### config.mk
export PLATFORM = sky130hd
export DESIGN_NAME = regfile_wb_arbiter
export DESIGN_NICKNAME = d
export VERILOG_FILES = /design/src/rtl/regfile_pkg.sv /design/src/rtl/regfile_wb_fifo.sv /design/src/rtl/regfile_wb_arbiter.sv
export SDC_FILE = /design/constraint.sdc
export NUM_CORES = 1
export LEC_CHECK = 0
export CAP_MARGIN = 20
export CORE_AREA = 8 8 208 210
export DETAILED_ROUTE_END_ITERATION = 6
export DIE_AREA = 0 0 216 218
export PLACE_DENSITY = 0.68
export REMOVE_ABC_BUFFERS = 1
export SETUP_SLACK_MARGIN = 0.4
export SLEW_MARGIN = 20
export SYNTH_ARGS = -nofsm -noshare
export SYNTH_HDL_FRONTEND = slang
export SYNTH_SLANG_ARGS = --single-unit
### constraint.sdc
create_clock -name clk -period 6.9 [get_ports clk]
set_clock_uncertainty 0.15 [all_clocks]
set_input_delay 0.69 -clock clk [delete_from_list [all_inputs] [get_ports clk]]
set_output_delay 0.69 -clock clk [all_outputs]
set_load 0.05 [all_outputs]
### src/rtl/regfile_pkg.sv
// Shared definitions for the register-file write-back path.
// Contents:
//   XLEN, NREG, RIDX_W  - register width, register count, index width
//   wb_req_t            - one queued write-back request {rd, data}
//   wb_src_e            - write-back source identifier (ALU / LSU)
//   rd_onehot()         - decode a register index into an NREG-wide bitmap
package regfile_pkg;

  localparam int XLEN   = 64;
  localparam int NREG   = 32;
  localparam int RIDX_W = 5;

  typedef struct packed {
    logic [RIDX_W-1:0] rd;
    logic [XLEN-1:0]   data;
  } wb_req_t;

  typedef enum logic {
    SRC_ALU = 1'b0,
    SRC_LSU = 1'b1
  } wb_src_e;

  function automatic logic [NREG-1:0] rd_onehot(input logic [RIDX_W-1:0] rd);
    logic [NREG-1:0] map;
    map     = '0;
    map[rd] = 1'b1;
    return map;
  endfunction

endpackage

### src/rtl/regfile_wb_fifo.sv
// wb_fifo: small synchronous FIFO of write-back requests.
// Ports:
//   clk, reset  - clock, synchronous active-high reset (empties the FIFO)
//   push        - enqueue push_req (ignored when full)
//   push_req    - request to enqueue
//   pop         - dequeue the head (ignored when empty)
//   head        - oldest entry, meaningful only when !empty
//   full, empty - occupancy flags, derived from registered pointers only
//   rd_map      - OR of the decoded rd of every valid entry
module wb_fifo
  import regfile_pkg::*;
#(
  parameter int DEPTH = 2
) (
  input  logic            clk,
  input  logic            reset,
  input  logic            push,
  input  wb_req_t         push_req,
  input  logic            pop,
  output wb_req_t         head,
  output logic            full,
  output logic            empty,
  output logic [NREG-1:0] rd_map
);

  localparam int AW = $clog2(DEPTH);

  wb_req_t          mem [DEPTH];
  logic [DEPTH-1:0] slot_valid;
  logic [AW:0]      wr_ptr;
  logic [AW:0]      rd_ptr;
  logic [AW-1:0]    wr_idx;
  logic [AW-1:0]    rd_idx;
  logic             do_push;
  logic             do_pop;

  assign wr_idx  = wr_ptr[AW-1:0];
  assign rd_idx  = rd_ptr[AW-1:0];
  // The extra pointer MSB separates "wrapped onto the read slot" (full)
  // from "caught up with the reader" (empty).
  assign empty   = (wr_ptr == rd_ptr);
  assign full    = (wr_ptr[AW] != rd_ptr[AW]) && (wr_idx == rd_idx);
  assign do_push = push && !full;
  assign do_pop  = pop && !empty;
  assign head    = mem[rd_idx];

  // Storage needs no reset; slot_valid alone says what is live.
  always_ff @(posedge clk) begin
    if (do_push) begin
      mem[wr_idx] <= push_req;
    end
  end

  // A push and a pop in the same cycle always address different slots:
  // equal indices mean empty (no pop) or full (no push).
  always_ff @(posedge clk) begin
    if (reset) begin
      wr_ptr     <= '0;
      rd_ptr     <= '0;
      slot_valid <= '0;
    end else begin
      if (do_push) begin
        wr_ptr             <= wr_ptr + (AW+1)'(1);
        slot_valid[wr_idx] <= 1'b1;
      end
      if (do_pop) begin
        rd_ptr             <= rd_ptr + (AW+1)'(1);
        slot_valid[rd_idx] <= 1'b0;
      end
    end
  end

  always_comb begin
    rd_map = '0;
    for (int i = 0; i < DEPTH; i++) begin
      if (slot_valid[i]) begin
        rd_map = rd_map | rd_onehot(mem[i].rd);
      end
    end
  end

endmodule

### src/rtl/regfile_wb_arbiter.sv
// regfile_wb_arbiter: shares the register file's single write port between
// the ALU and LSU write-back sources. Each source has its own queue, the
// queue heads are granted round-robin, and the granted head is registered
// onto the write port. A pending bitmap marks every register with a write
// still queued or issuing.
// Ports:
//   clk, reset                       - clock, synchronous active-high reset
//   alu_valid/ready/rd/data          - ALU write-back handshake
//   lsu_valid/ready/rd/data          - LSU write-back handshake
//   rf_we, rf_rd, rf_wdata           - register file RegWrite / RD / WriteData
//   rf_src                           - source of the current write (0 ALU, 1 LSU)
//   pending                          - per-register write-in-flight bitmap
// XLEN and NREG must match the values in regfile_pkg; the queued request
// type is built from the package constants.
module regfile_wb_arbiter
  import regfile_pkg::*;
#(
  parameter int XLEN   = regfile_pkg::XLEN,
  parameter int NREG   = regfile_pkg::NREG,
  parameter int QDEPTH = 2
) (
  input  logic              clk,
  input  logic              reset,
  input  logic              alu_valid,
  output logic              alu_ready,
  input  logic [RIDX_W-1:0] alu_rd,
  input  logic [XLEN-1:0]   alu_data,
  input  logic              lsu_valid,
  output logic              lsu_ready,
  input  logic [RIDX_W-1:0] lsu_rd,
  input  logic [XLEN-1:0]   lsu_data,
  output logic              rf_we,
  output logic [RIDX_W-1:0] rf_rd,
  output logic [XLEN-1:0]   rf_wdata,
  output logic              rf_src,
  output logic [NREG-1:0]   pending
);

  wb_req_t         alu_in;
  wb_req_t         lsu_in;
  wb_req_t         alu_head;
  wb_req_t         lsu_head;
  logic            alu_full;
  logic            alu_empty;
  logic            lsu_full;
  logic            lsu_empty;
  logic            alu_push;
  logic            lsu_push;
  logic            alu_pop;
  logic            lsu_pop;
  logic            tie;
  logic [NREG-1:0] alu_map;
  logic [NREG-1:0] lsu_map;
  logic [NREG-1:0] issue_map;
  wb_src_e         last_grant;
  wb_src_e         src_q;

  // Readiness depends only on registered occupancy, so a full queue stays
  // closed even in the cycle it pops.
  assign alu_ready = !alu_full && !reset;
  assign lsu_ready = !lsu_full && !reset;

  // Writes to x0 complete the handshake but never enter a queue.
  assign alu_push = alu_valid && alu_ready && (alu_rd != '0);
  assign lsu_push = lsu_valid && lsu_ready && (lsu_rd != '0);
  assign alu_in   = '{rd: alu_rd, data: alu_data};
  assign lsu_in   = '{rd: lsu_rd, data: lsu_data};

  wb_fifo #(.DEPTH(QDEPTH)) u_alu_q (
    .clk     (clk),
    .reset   (reset),
    .push    (alu_push),
    .push_req(alu_in),
    .pop     (alu_pop),
    .head    (alu_head),
    .full    (alu_full),
    .empty   (alu_empty),
    .rd_map  (alu_map)
  );

  wb_fifo #(.DEPTH(QDEPTH)) u_lsu_q (
    .clk     (clk),
    .reset   (reset),
    .push    (lsu_push),
    .push_req(lsu_in),
    .pop     (lsu_pop),
    .head    (lsu_head),
    .full    (lsu_full),
    .empty   (lsu_empty),
    .rd_map  (lsu_map)
  );

  // On a tie the source that did not win the previous tie gets the port.
  assign tie     = !alu_empty && !lsu_empty;
  assign alu_pop = !alu_empty && (lsu_empty || (last_grant == SRC_LSU));
  assign lsu_pop = !lsu_empty && !alu_pop;

  // Output register for the write port. Without a grant only rf_we drops;
  // rd, data and source keep their last values. last_grant only moves on
  // a contested cycle.
  always_ff @(posedge clk) begin
    if (reset) begin
      rf_we      <= 1'b0;
      rf_rd      <= '0;
      rf_wdata   <= '0;
      src_q      <= SRC_ALU;
      last_grant <= SRC_LSU;
    end else if (alu_pop) begin
      rf_we    <= 1'b1;
      rf_rd    <= alu_head.rd;
      rf_wdata <= alu_head.data;
      src_q    <= SRC_ALU;
      if (tie) begin
        last_grant <= SRC_ALU;
      end
    end else if (lsu_pop) begin
      rf_we    <= 1'b1;
      rf_rd    <= lsu_head.rd;
      rf_wdata <= lsu_head.data;
      src_q    <= SRC_LSU;
      if (tie) begin
        last_grant <= SRC_LSU;
      end
    end else begin
      rf_we <= 1'b0;
    end
  end

  assign rf_src = src_q;

  always_comb begin
    issue_map = '0;
    if (rf_we) begin
      issue_map = rd_onehot(rf_rd);
    end
  end

  // x0 never has a write in flight.
  assign pending = (alu_map | lsu_map | issue_map) & {{(NREG-1){1'b1}}, 1'b0};

endmodule

==> metrics.csv <==
metric;value;unit
largest net degree at the start of global routing;109;
count of different cell masters after synthesis;52;
RePlAce Congestion;0.833;
clk sinks;362;
hpwl dp;29900;um
Die Ht;218;um
max-slew violations;0;
CTS tree;built;
Area Growth Syn to Fin;26.0;%
DRC Markers;0;
worst hold-check path type;flop to flop;
first-pass GRT wire length;68800;um
RR Startpoint;u_alu_q.wr_ptr[1]$_SDFFE_PP0N_;
Final Cell Area;19800;um2
Critical Path Start Type;flop;
initial DRC count;1111;
Post-Syn Area per Cell;12.7;um2
Worst slew margin;30.9;%
Synth area leader;edfxtp_1;
Power Dens Cells;424;nW/um2
fraction of registers with async set or reset after synthesis;0;%
Post-CTS Setup Inserts;0;
synth warn;0;
Final setup viols;0;
cts repair resizes;0;
grt ovf;0;
WP data arrival;2930;ps
Seq/Total Area, Yosys;63.8;%
cts hold-fix bufs;0;
Antenna diodes;0;
worst-margin pin slew;1040;ps
kind of critical path;flop to primary output;
number of fill cells;3539;
GR Util All Layers;18.8;%
overall power;8.38;mW
share of the clock period used by the worst path;54.7;%
RSZ-0062 raised after global routing;false;
slowest CP cell;clkdlybuf4s50_1;
Clock Path Buffers;3;
Setup crit start;rf_rd[3]$_SDFFE_PP0P_;
htree depth;2;
number of I/O pins;247;
routed length per instance;23.0;um
CP endpoint kind;primary output;
Pleak;6.29;nW
worst-skew pair later-pin latency;560;ps
Cells after Synth;1238;
CTS clk-pin slew, worst paths;60;ps
Post-DP Area;18600;um2
max cap viols;0;
Req. time, crit path;6060;ps
share of layout cells above drive strength 1;6.31;%
starting density of the core;39.0;%
Worst Path Max Fanout;10;
CP max stage delay;840;ps
post-synth top area share;52.8;%
Main synth FF type;edfxtp_1;
vias in the first global route;11269;
IR drop worst, VDD;0.269;mV
layout net count;1573;
status;finished, final reports clean;
ANT nets after route;0;
Peak Freq;0.265;GHz
Clock Tree Root;clkbuf_16;
Final min period;3770;ps
routed vias;11334;
first-pass iteration count of the detailed router;6;
die area;47100;um2
setup total negative slack;0;ps
worst path cell trace;nor3b_1 > a22oi_1 > nand3_1 > clkdlybuf4s50_1;
core area;40200;um2
ranking of synthesized cells by area;edfxtp_1 (53%), dfxtp_1 (11%), mux2i_1 (8.9%), o21ai_1 (3.5%), a211oi_1 (3.3%);
Mapped Area;15700;um2
placed insts;1921;
hold_sp;u_lsu_q.mem[0][26]$_DFFE_PP_;
fin cells;1991;
initial antenna violation count;2;
Post-synth EDFFs;276;
post-DR vias/cell;5.69;
Synth Register Bits;362;
Horiz. Die Dim;216;um
number of buffers created by CTS;40;
# rows;74;
input/output buffers;245;
Routed WL;45800;um
Final Hold Viols;0;
-- per-stage QoR --
stage / hold slack (ps) / util [%] / setup WS (ps)
4_1_cts: 351 / 49.2 / 3130
3_5_place_dp: 345 / 46.2 / 2690
5_1_grt: 380 / 49.2 / 2980
3_3_place_gp: 338 / 46.2 / 2760
2_1_floorplan: 327 / - / 1020
6_report: 351 / 49.2 / 3130
-- where the power goes --
group / switching (mW) / internal [mW] / leakage [nW]
registers: 0.322 / 2.71 / 3.25
clock network: 0.832 / 1.16 / 0.587
logic: 2.16 / 1.20 / 2.46
-- routing by layer --
| layer | routed length [um] | vias to the layer above | share of wire (%) | track usage [%] |
|---|---|---|---|---|
| met2 | 22200 | 468 | 48 | 31.1 |
| li1 | - | 5240 | - | - |
| met3 | 3400 | 57 | 7.4 | 4.49 |
| met1 | 19500 | 5565 | 43 | 24.5 |
| met5 | 26 | - | 0.057 | 0 |
| met4 | 713 | 4 | 1.6 | 4.71 |
-- layout by cell type, fill, tap and decap left out, drive strengths merged, types with 2 or more instances in the layout --
master         netlist  layout
edfxtp             276     276
clkdlybuf4s50        0     245
o21ai              144     144
mux2i              139     139
dfxtp               86      86
or3                 73      73
a31oi               69      69
a211oi              69      69
clkbuf              75      55
nor2                45      45
a22oi               30      30
nand3               29      29
nand2               24      24
nand3b              23      23
nor3b               21      21
o22ai               17      17
o221ai              16      16
buf                 34      15
a21oi               12      12
clkinv               1      12
nor3                 9       9
or3b                 5       5
and3                 5       5
inv                  4       5
xor2                 5       5
xnor2                4       4
or2                  2       2
and3b                2       2
and2                 2       2
or4                  2       2
nor2b                2       2
o31ai                2       2
bufinv               0       2
mux2                 2       2
-- critical path, delay by kind of cell (launching register included) --
| family | cells | cell delay [ps] |
|---|---|---|
| flops | 1 | 560 |
| compound gates | 1 | 190 |
| simple gates | 2 | 780 |
| buf+inv | 1 | 840 |
-- registers in the layout (all words and copies together) (netlist names), named ones only --
register            flops
rf_we                   1
u_alu_q.slot_valid      2
u_alu_q.mem           138
u_lsu_q.rd_ptr          2
u_alu_q.rd_ptr          2
rf_src                  1
last_grant              1
rf_rd                   5
u_lsu_q.wr_ptr          2
u_lsu_q.mem           138
u_lsu_q.slot_valid      2
rf_wdata               64
u_alu_q.wr_ptr          2
-- synthesized netlist by cell type (all sizes together), types with 4 or more instances --
cell type and number:
nand2 24, a31oi 69, a22oi 30, clkbuf 75, or3 73, nor3 9, o22ai 17, or3b 5
mux2i 139, o21ai 144, a211oi 69, buf 34, xor2 5, nor3b 21, nand3b 23, nand3 29
nor2 45, dfxtp 86, o221ai 16, inv 4, edfxtp 276, and3 5, a21oi 12, xnor2 4
-- area by class of cell --
cell class | count | area [um2] | share of cell area, %
sequential | 362 | 10000 | 50.7
clock inverter | 15 | 141 | 0.715
tap | 532 | 666 | 3.37
clock buffer | 55 | 1070 | 5.40
multi-input combinational | 762 | 5300 | 26.8
timing repair buffer | 260 | 2560 | 13.0
inverter | 5 | 20.0 | 0.101
-- kinds of logic (layout without fill, tap and decap cells) --
family / Yosys count / after routing / share of synthesized area, %
multiplexers: 141 / 141 / 9.01
XOR/XNOR: 9 / 9 / 0.598
AND/OR/NAND/NOR: 246 / 246 / 9.05
AO/OA/AOI/OAI: 365 / 365 / 14.5
flip-flops: 362 / 362 / 63.8
buffers and inverters: 114 / 335 / 3.02
other: 1 / 1 / 0.0239
-- final timing paths --
| check | end | slack, ps | cells past startpoint |
|---|---|---|---|
| max | pending[9] | 3130 | 4 |
| min | rf_wdata[26]$_SDFFE_PP0P_ | 350 | 2 |
| max reg2reg | u_alu_q.mem[1][65]$_DFFE_PP_ | 3610 | 5 |
| min reg2reg | rf_wdata[26]$_SDFFE_PP0P_ | 350 | 2 |
Note: power is estimated with default switching activity, not from simulation.
==> RTL edit (config.mk and constraints unchanged) <==
Reset style: asynchronous (`reset`), changed in 2 clocked blocks. Comments in the files are not updated.
--- a/src/rtl/regfile_wb_fifo.sv
+++ b/src/rtl/regfile_wb_fifo.sv
@@ -54,5 +54,5 @@
   // A push and a pop in the same cycle always address different slots:
   // equal indices mean empty (no pop) or full (no push).
-  always_ff @(posedge clk) begin
+  always_ff @(posedge clk or posedge reset) begin
     if (reset) begin
       wr_ptr     <= '0;
--- a/src/rtl/regfile_wb_arbiter.sv
+++ b/src/rtl/regfile_wb_arbiter.sv
@@ -99,5 +99,5 @@
   // rd, data and source keep their last values. last_grant only moves on
   // a contested cycle.
-  always_ff @(posedge clk) begin
+  always_ff @(posedge clk or posedge reset) begin
     if (reset) begin
       rf_we      <= 1'b0;
Function: differs if reset is asserted again (counterexample within 4 cycles, from zero or initial values and one cycle with reset high); with reset held inactive, the same outputs for 4 cycles.
==> RTL edit against the original RTL <==
- setup slack improved by 78 ps
- wire length decreased by 1.9%
- total power is 26% higher
- sequential cell count is 2 lower
- synthesized area is 2.1% higher
- sequential share of layout area up 1.3 points
- critical path depth unchanged
- cell area rose by 1.2%
- critical path type unchanged
==> RTL edit: results (changes against the original RTL) <==
- Inst Count DP: 1,821 (was 1,921)
- Vias per inst: 5.703 (was 5.693)
- Routed wire length: 44,950 µm (was 45,830 µm)
- Dpl cell area: 18,780 µm² (was 18,570 µm²)
- Clk Latency, worst-skew pair: 520 ps (was 560 ps)
- Peak supply drop: 0.5502 mV (was 0.2688 mV)
- Slew HR: 0.2794 (was 0.3093)
- Detail Placement HPWL: 29,670 µm (was 29,940 µm)
- Synthesized area per cell: 14.15 µm² (was 12.67 µm²)
- Sequential element share of the synthesized area: 0.6489 (was 0.6380)
- CTS Buf Count: 36 (was 40)
- Slowest cell delay on critical path: 820 ps (was 840 ps)
- Largest net degree at the start of global routing: 94 (was 109)
- 1st-iter DRT viols: 1,047 (was 1,111)
- Post-synth EDFFs: 276 (unchanged)
- Synth warnings: 0 (unchanged)
- CP arrival: 2860 ps (was 2930 ps)
- Clk slew on worst S/H paths: 60 ps (about the same)
- Max layer used: met5 (unchanged)
- Worst hold path class: reg -> reg (unchanged)
- # nets final: 1,471 (was 1,573)
- Length of routed met3 wiring: 3170 µm (was 3402 µm)
- Initial antenna violation count: 2 (unchanged)
- Leading registers by flop count: u_alu_q.mem (138), u_lsu_q.mem (138), rf_wdata (64) (unchanged)
- Outcome: completed (unchanged)
- Wire length on met2: 21,630 µm (was 22,160 µm)
- First-pass GRT wire length: 68,300 µm (was 68,820 µm)
- Slowest-stage cell, CP: clkdlybuf4s50_1 (unchanged)
- Gr usage total: 0.1855 (was 0.1876)
- CTS resizes: 0 (unchanged)
- Gpl congestion: 0.8314 (was 0.8329)
- Post-Place Worst Slack: 2860 ps (was 2688 ps)
- Synth area leaders: edfxtp_1 (52%), dfrtp_1 (13%), mux2i_1 (8.6%) (was edfxtp_1 (53%), dfxtp_1 (11%), mux2i_1 (8.9%))
- Area leader, netlist: edfxtp_1 (unchanged)
- H-tree Lvls: 2 (unchanged)
- Clk root buf: clkbuf_16 (unchanged)
- Max Buffers Root-to-Sink: 3 (unchanged)
- Post-CTS Setup Bufs: 0 (unchanged)
- Synth top cells by count: edfxtp_1 (276), mux2i_1 (138), o21ai_0 (86) (was edfxtp_1 (276), mux2i_1 (139), o21ai_1 (110))
- Final setup vio count: 0 (unchanged)
- Routed met1 length: 19,470 µm (was 19,530 µm)
- Final hold violation count: 0 (unchanged)
- Layout cells sized above 1: 0.1077 (was 0.06306)
- Number of distinct library cells after synthesis: 43 (was 52)
- CP max FO: 9 (was 10)
- IO buf count: 245 (unchanged)
- First drt pass iteration count: 5 (was 6)
- Vias post-DR: 10,770 (was 11,330)
- CP delay by family, top: buffers and inverters (unchanged)
- P_leak: 7.146 nW (was 6.290 nW)
- Async SR Flop Fraction: 0.2333 (was 0)
RTL edit: cell types whose count changed in the layout (fill, tap and decap cells not counted), moves of 61 or more:
cell	change
and3_1	+69
a221oi_2	+61
a211oi_1	-67
a31oi_1	-69
dfrtp_1	+81
or3_1	-70
dfxtp_1	-84
RTL edit: cell type report:
cell class | instances | area [µm²]
multi-input combinational | 670 | 5170
sequential | 360 | 10400
clock buffer | 48 | 1037
fill | 3417 | 20180
tap | 532 | 665.6
timing repair buffer | 258 | 2582
clock inverter | 16 | 135.1
antenna | 1 | 2.502
inverter | 3 | 13.76
RTL edit: cell families after synthesis:
family	Yosys count	synth area share
compound gates	286	0.1415
xor+xnor	13	0.007110
buf+inv	102	0.03258
flops	360	0.6489
mux	138	0.08626
other cells	1	0.0002342
simple gates	232	0.08344
RTL edit: routing by layer:
layer  global-route usage  vias to the layer above
met5                    0                        -
met2               0.3072                      438
met4              0.03968                        2
met3              0.03773                       41
met1               0.2508                     5424
li1                     -                     4863
RTL edit: final timing paths:
| check | startpoint | endpoint | slack [ps] | depth (start not counted) |
|---|---|---|---|---|
| setup / recovery | u_alu_q.mem[1][68]$_DFFE_PP_ | pending[8] | 3200 | 4 |
| hold / removal | u_lsu_q.wr_ptr[1]$_DFFE_PP0N_ | u_lsu_q.wr_ptr[1]$_DFFE_PP0N_ | 380 | 1 |
| setup reg to reg | u_alu_q.rd_ptr[0]$_DFFE_PP0N_ | rf_wdata[7]$_DFFE_PP0P_ | 3320 | 5 |
| hold reg to reg | u_lsu_q.wr_ptr[1]$_DFFE_PP0N_ | u_lsu_q.wr_ptr[1]$_DFFE_PP0N_ | 380 | 1 |
| max in group asynchronous | reset | u_alu_q.rd_ptr[0]$_DFFE_PP0N_ | 4860 | 3 |
| min in group asynchronous | reset | rf_wdata[15]$_DFFE_PP0P_ | 430 | 2 |
RTL edit: stage by stage:
stage / utilization / hold slack (ps)
finish: 0.4979 / 384.6
global route: 0.4979 / 406.7
floorplan: - / 310.7
global placement: 0.4674 / 362.0
CTS: 0.4966 / 383.0
detailed placement: 0.4674 / 374.3
RTL edit: power breakdown:
group	switching, mW	internal, mW	total [mW]	leakage [nW]
logic	3.39	1.86	5.25	3.09
clock network	0.795	1.13	1.93	0.582
registers	0.456	2.90	3.36	3.48
